<file path="src/rtl/mania_pkg.sv">
// Types shared by the chart sequencer, game control and the display.
package mania_pkg;

    localparam int LANES = 4;

    typedef logic [LANES-1:0] lane_vec_t;

    typedef enum logic [1:0] {
        IDLE,
        PLAY,
        PAUSE,
        DONE
    } seq_state_t;

endpackage

</file>
<file path="src/rtl/tempo_tick.sv">
// Free-running row tempo counter: counts while enabled, clears on request,
// and flags the last tick of each row period.
module tempo_tick #(
    parameter int TICKS_PER_ROW = 1000000,
    parameter int TICK_W        = 20
) (
    input  logic clk,
    input  logic rst,
    input  logic en,
    input  logic clr,
    output logic wrap
);

    localparam logic [TICK_W-1:0] LAST_TICK = TICK_W'(TICKS_PER_ROW - 1);

    logic [TICK_W-1:0] tick_cnt_d, tick_cnt_q;

    assign wrap = en && (tick_cnt_q == LAST_TICK);

    always_comb begin
        tick_cnt_d = tick_cnt_q;
        if (clr || wrap) begin
            tick_cnt_d = '0;
        end else if (en) begin
            tick_cnt_d = tick_cnt_q + 1'b1;
        end
    end

    // NOTE: sequential state uses non-blocking assignment so every flop samples pre-edge values.
    always_ff @(posedge clk) begin
        if (rst) begin
            tick_cnt_q <= '0;
        end else begin
            tick_cnt_q <= tick_cnt_d;
        end
    end

endmodule

</file>
<file path="src/rtl/chart_sequencer.sv">
// Steps through the chart ROM at a fixed tempo and hands each note row to the judge.
// Define CHART_LOOP_EN to replay the chart endlessly and expose loop_pulse.
module chart_sequencer
    import mania_pkg::*;
#(
    parameter int ROW_W         = 8,
    parameter int CHART_LEN     = 256,
    parameter int TICKS_PER_ROW = 1000000,
    parameter int TICK_W        = 20
) (
    input  logic             clk,
    input  logic             rst,
    input  logic             start,
    input  logic             pause,
    output logic [ROW_W-1:0] rom_addr,
    input  lane_vec_t        rom_data,
    output logic             note_valid,
    input  logic             note_ready,
    output lane_vec_t        note_lanes,
    output logic [ROW_W-1:0] row_idx,
    output logic             playing,
    output logic             done,
    output logic             overrun
`ifdef CHART_LOOP_EN
    ,
    output logic             loop_pulse
`endif
);

    localparam logic [ROW_W-1:0] LAST_ROW = ROW_W'(CHART_LEN - 1);

    seq_state_t       state_d, state_q;
    logic [ROW_W-1:0] row_ptr_d, row_ptr_q;
    logic [ROW_W-1:0] fetch_row_d, fetch_row_q;
    logic             fetch_pend_d, fetch_pend_q;
    logic             note_valid_d, note_valid_q;
    lane_vec_t        note_lanes_d, note_lanes_q;
    logic [ROW_W-1:0] row_idx_d, row_idx_q;
    logic             overrun_d, overrun_q;
    logic             wrap;
    logic             last_wrap;

    tempo_tick #(
        .TICKS_PER_ROW(TICKS_PER_ROW),
        .TICK_W       (TICK_W)
    ) u_tempo (
        .clk (clk),
        .rst (rst),
        .en  (state_q == PLAY),
        .clr (start),
        .wrap(wrap)
    );

    assign last_wrap = wrap && (row_ptr_q == LAST_ROW);

    // NOTE: every variable gets its default first, so no path can infer a latch.
    always_comb begin
        state_d      = state_q;
        row_ptr_d    = row_ptr_q;
        fetch_row_d  = fetch_row_q;
        fetch_pend_d = 1'b0;
        note_valid_d = note_valid_q;
        note_lanes_d = note_lanes_q;
        row_idx_d    = row_idx_q;
        overrun_d    = overrun_q;

        if (start) begin
            state_d      = PLAY;
            row_ptr_d    = '0;
            note_valid_d = 1'b0;
            overrun_d    = 1'b0;
        end else begin
            if (wrap) begin
                fetch_pend_d = 1'b1;
                fetch_row_d  = row_ptr_q;
                row_ptr_d    = row_ptr_q + 1'b1;
            end

            // ROM data for the row addressed on the wrap cycle arrives one cycle later.
            if (fetch_pend_q) begin
                note_lanes_d = rom_data;
                row_idx_d    = fetch_row_q;
                note_valid_d = 1'b1;
                if (note_valid_q && !note_ready) begin
                    overrun_d = 1'b1;
                end
            end else if (note_valid_q && note_ready) begin
                note_valid_d = 1'b0;
            end

            case (state_q)
                PLAY: begin
                    if (pause) begin
                        state_d = PAUSE;
                    end
`ifdef CHART_LOOP_EN
                    if (last_wrap) begin
                        row_ptr_d = '0;
                    end
`else
                    if (last_wrap) begin
                        state_d = DONE;
                    end
`endif
                end
                PAUSE: begin
                    if (!pause) begin
                        state_d = PLAY;
                    end
                end
                default: ;
            endcase
        end
    end

    always_ff @(posedge clk) begin
        if (rst) begin
            state_q      <= IDLE;
            row_ptr_q    <= '0;
            fetch_row_q  <= '0;
            fetch_pend_q <= 1'b0;
            note_valid_q <= 1'b0;
            note_lanes_q <= '0;
            row_idx_q    <= '0;
            overrun_q    <= 1'b0;
        end else begin
            state_q      <= state_d;
            row_ptr_q    <= row_ptr_d;
            fetch_row_q  <= fetch_row_d;
            fetch_pend_q <= fetch_pend_d;
            note_valid_q <= note_valid_d;
            note_lanes_q <= note_lanes_d;
            row_idx_q    <= row_idx_d;
            overrun_q    <= overrun_d;
        end
    end

    assign rom_addr   = row_ptr_q;
    assign note_valid = note_valid_q;
    assign note_lanes = note_lanes_q;
    assign row_idx    = row_idx_q;
    assign overrun    = overrun_q;
    assign playing    = (state_q == PLAY);
    assign done       = (state_q == DONE);

`ifdef CHART_LOOP_EN
    assign loop_pulse = last_wrap && !start;
`endif

endmodule

</file>
<file path="config.mk">
export PLATFORM = sky130hd
export DESIGN_NAME = chart_sequencer
export DESIGN_NICKNAME = d
export VERILOG_FILES = /design/src/rtl/mania_pkg.sv /design/src/rtl/tempo_tick.sv /design/src/rtl/chart_sequencer.sv
export SDC_FILE = /design/constraint.sdc
export NUM_CORES = 1
export LEC_CHECK = 0
export BUFFER_PORTS_ARGS = -buffer_cell sky130_fd_sc_hd__buf_2
export CAP_MARGIN = 10
export CORE_MARGIN = 10
export CORE_UTILIZATION = 40
export CTS_BUF_LIST = sky130_fd_sc_hd__clkbuf_16
export DETAILED_ROUTE_END_ITERATION = 10
export MAX_ROUTING_LAYER = met4
export SLEW_MARGIN = 10
export SYNTH_ARGS = -nofsm -noshare
export SYNTH_HDL_FRONTEND = slang
export SYNTH_SLANG_ARGS = --single-unit
</file>
<file path="constraint.sdc">
create_clock -name clk -period 2.7 [get_ports clk]
set_input_delay 0.27 -clock clk [delete_from_list [all_inputs] [get_ports clk]]
set_output_delay 0.27 -clock clk [all_outputs]
set_load 0.02 [all_outputs]
</file>
==> results.py <==
metrics = {
    "timing": {
        "max-slew-margin-rel": 0.447,
        "setup_viol": 0,
        "grt_setup_unrepaired": "false",
        "hold_viol_final": 0,
        "fin_skew_ns": 0.00714,
        "drv_slew": 0,
        "setup_tns_ns": 0,
        "post-route-min-period_ns": 2.37,
        "min_period_over_period": 0.878,
        "worst_pin_slew_ns": 0.828,
        "clock.fmax_ghz": 0.422,
    },
    "global_routing": {
        "grt_overflow": 0,
        "grt_pass1_wl_um": 8560,
        "met1_usage": 0.138,
        "grt_max_degree": 24,
        "grtUsageTotal": 0.118,
        "grt_antenna_before_repair": 0,
        "grt_use_met3": 0.0342,
        "grt_busiest_layer": "met2",
        "grt_pass1_vias": 1846,
        "grt_util_met2": 0.187,
    },
    "power": {
        "power_leakage_nw": 0.885,
        "worst_ir_drop_vdd_uv": 396,
        "power_density_mw_per_mm2": 554,
    },
    "floorplan": {
        "start_util": 0.414,
        "core_area_sq_mm": 0.00554,
        "die_area_sq_mm": 0.00917,
        "dieWidth_um": 95.7,
        "die_h_um": 95.7,
        "rows": 27,
        "ios": 33,
    },
    "route": {
        "drc": 0,
        "via_per_inst": 5.30,
        "first_pass_iters": 4,
        "vias": 1983,
        "wire_per_inst_um": 13.7,
        "ant_nets": 0,
        "drtIter0Drc": 93,
        "totalWireLength_um": 5120,
    },
    "synthesis": {
        "ys_ff_latch": 53,
        "syn_area_per_cell_sq_um": 8.41,
        "synth-seq-area-share": 0.462,
        "postSynthCellCount": 273,
        "yosysTopAreaCell": "dfxtp_1",
        "synth.top_cell.area_share": 0.462,
        "synth_fp_nets": 284,
        "ys_types": 35,
        "synth_area_sq_mm": 0.00229,
        "synth.area.top_cells": "dfxtp_1 (46%), a21oi_1 (7.6%), nand2_1 (5.6%)",
        "yosysWarnings": 0,
    },
    "status": {
        "status": "finished clean",
    },
    "worst_setup_path": {
        "reg2regPathDepth": 4,
        "arrival_ns": 2.60,
        "path_buf_inv": 0,
        "cp.depth": 4,
        "crit_type": "flip-flop to flip-flop",
        "critPathMostFrequentCell": "or4_1",
        "crit_slowest_cell": "or4_1",
        "crit_fanout": 17,
        "cp-end-kind": "flip-flop",
        "slowest_delay_ns": 0.68,
        "start_kind": "flip-flop",
        "crit_required_ns": 2.93,
        "path_cells": "or4b_4, or4_1, or4_1, a21oi_1",
        "crit_family": "simple AND/OR/NAND/NOR gates",
    },
    "clocking": {
        "cts_setup_buffers": 0,
        "clockBufferDepth": 2,
        "cts.sinks": 53,
        "cts_hold_buffers": 0,
        "clk_pin_slew_ns": 0.07,
        "root_buffer": "clkbuf_16",
        "cts_tree": "yes",
        "postCtsResizedCells": 0,
        "cts_max_level": 2,
        "clk_latency_ns": 0.29,
        "numCtsBuffers": 5,
    },
    "min_path": {
        "hp-class": "primary input to flip-flop",
        "holdPathStages": 3,
    },
    "finish": {
        "nets": 312,
        "syn_to_final_growth_pct": 15.6,
        "drive_gt1_frac": 0.159,
        "num_antenna_cells": 0,
        "fin_util": 0.479,
    },
    "placement": {
        "port_buffers": 32,
        "dp_hpwl_um": 3600,
        "gp_routability_congestion": 0.823,
    },
    "job": {
        "cap_violations": 0,
    },
}
## layer usage
metal  part of all wire  routed length [um]  vias up
li1                   -                   -     1035
met5                  0                   0        -
met2               0.48                2450       29
met3              0.055                 280        8
met1               0.45                2320      911
met4              0.014                  70        0
## cell usage in the layout (no fill, tap or decap), drive strengths merged, types with 4 or more instances in the layout
master,count
nand3,10
nand2,34
xor2,4
nor3,5
o21ai,12
nand4,16
inv,5
o31ai,9
buf,35
clkbuf,5
or4,11
nor2,22
nor4,6
dfxtp,53
nor2b,4
xnor2,10
a21oi,35
## cell usage after synthesis (all sizes together)
cell    number
nand3b       1
and2         2
a211oi       1
or4b         1
nand3       10
or4         11
o41a         1
o31a         1
nor4         6
ha           2
nand4b       1
inv          4
nor3         5
or2          3
xnor2       10
buf          5
o31ai        9
or3          3
nand2       34
dfxtp       53
clkbuf       9
nor2b        4
nand4       16
nor2        22
mux2i        1
xor2         4
o21ai       12
and3         3
and4b        1
a21oi       35
and4         1
a21o         1
clkinv       1
## worst paths after layout
kind                                      startpoint                    endpoint  slack (ns)
setup reg to reg  u_tempo.tick_cnt_q[7]$_SDFFE_PP0P_    rom_addr[7]$_SDFFE_PP0P_        0.33
hold / removal                           rom_data[2]  note_lanes[2]$_SDFFE_PP0P_        0.21
setup / recovery  u_tempo.tick_cnt_q[7]$_SDFFE_PP0P_    rom_addr[7]$_SDFFE_PP0P_        0.33
hold reg to reg          fetch_row_q[0]$_SDFFE_PP0P_     row_idx[0]$_SDFFE_PP0P_        0.45
## power by group
part           switching (W)  internal, W  total (W)
clock               0.000301     0.000351   0.000651
combinational      0.0000226    0.0000111  0.0000336
sequential        0.00000310     0.000783   0.000786
total               0.000326      0.00114    0.00147
## worst register-to-register path, delay by kind of cell, from the launching register on
family	cells	cell delay, ns
AO/OA/AOI/OAI	1	0.14
flip-flops	1	0.36
AND/OR/NAND/NOR	3	1.80
## through the flow
| step | hold WS (ns) | area (sq um) | total power (W) | setup WS [ns] | std cells |
|---|---|---|---|---|---|
| 2_1_floorplan | 0.349 | 2290 | 0.000827 | 0.562 | 273 |
| 3_3_place_gp | 0.439 | 2500 | 0.000839 | 0.395 | 366 |
| 3_5_place_dp | 0.444 | 2500 | 0.000839 | 0.350 | 366 |
| 4_1_cts | 0.201 | 2650 | 0.00149 | 0.331 | 374 |
| 5_1_grt | 0.217 | 2650 | 0.00153 | 0.193 | 374 |
| 6_report | 0.206 | 2650 | 0.00147 | 0.329 | 374 |
## state kept, by name, indices dropped and copies added (netlist names)
name and flops:
fetch_pend_q 1, u_tempo.tick_cnt_q 20, note_lanes 4, fetch_row_q 8, note_valid 1, state_q 2, overrun 1, rom_addr 8
row_idx 8
## cells by family (layout without fill, tap and decap cells)
family          after synthesis  count (layout)  synth area share
mux                           1               1           0.00436
flops                        53              53             0.462
simple gates                124             124             0.285
xor+xnor                     14              14            0.0534
fa+ha+maj                     2               2            0.0109
buf+inv                      19              48            0.0365
compound gates               60              60             0.147
## cell type report
class | instances | area (sq um)
well taps | 72 | 90.1
clock buffers | 5 | 125
flip-flops and latches | 53 | 1060
multi-input cells | 201 | 1150
fillers | 537 | 2890
inverters | 5 | 18.8
clock inverters | 3 | 26.3
repair buffers | 35 | 183
No activity file was read; power rests on OpenSTA's default activity.
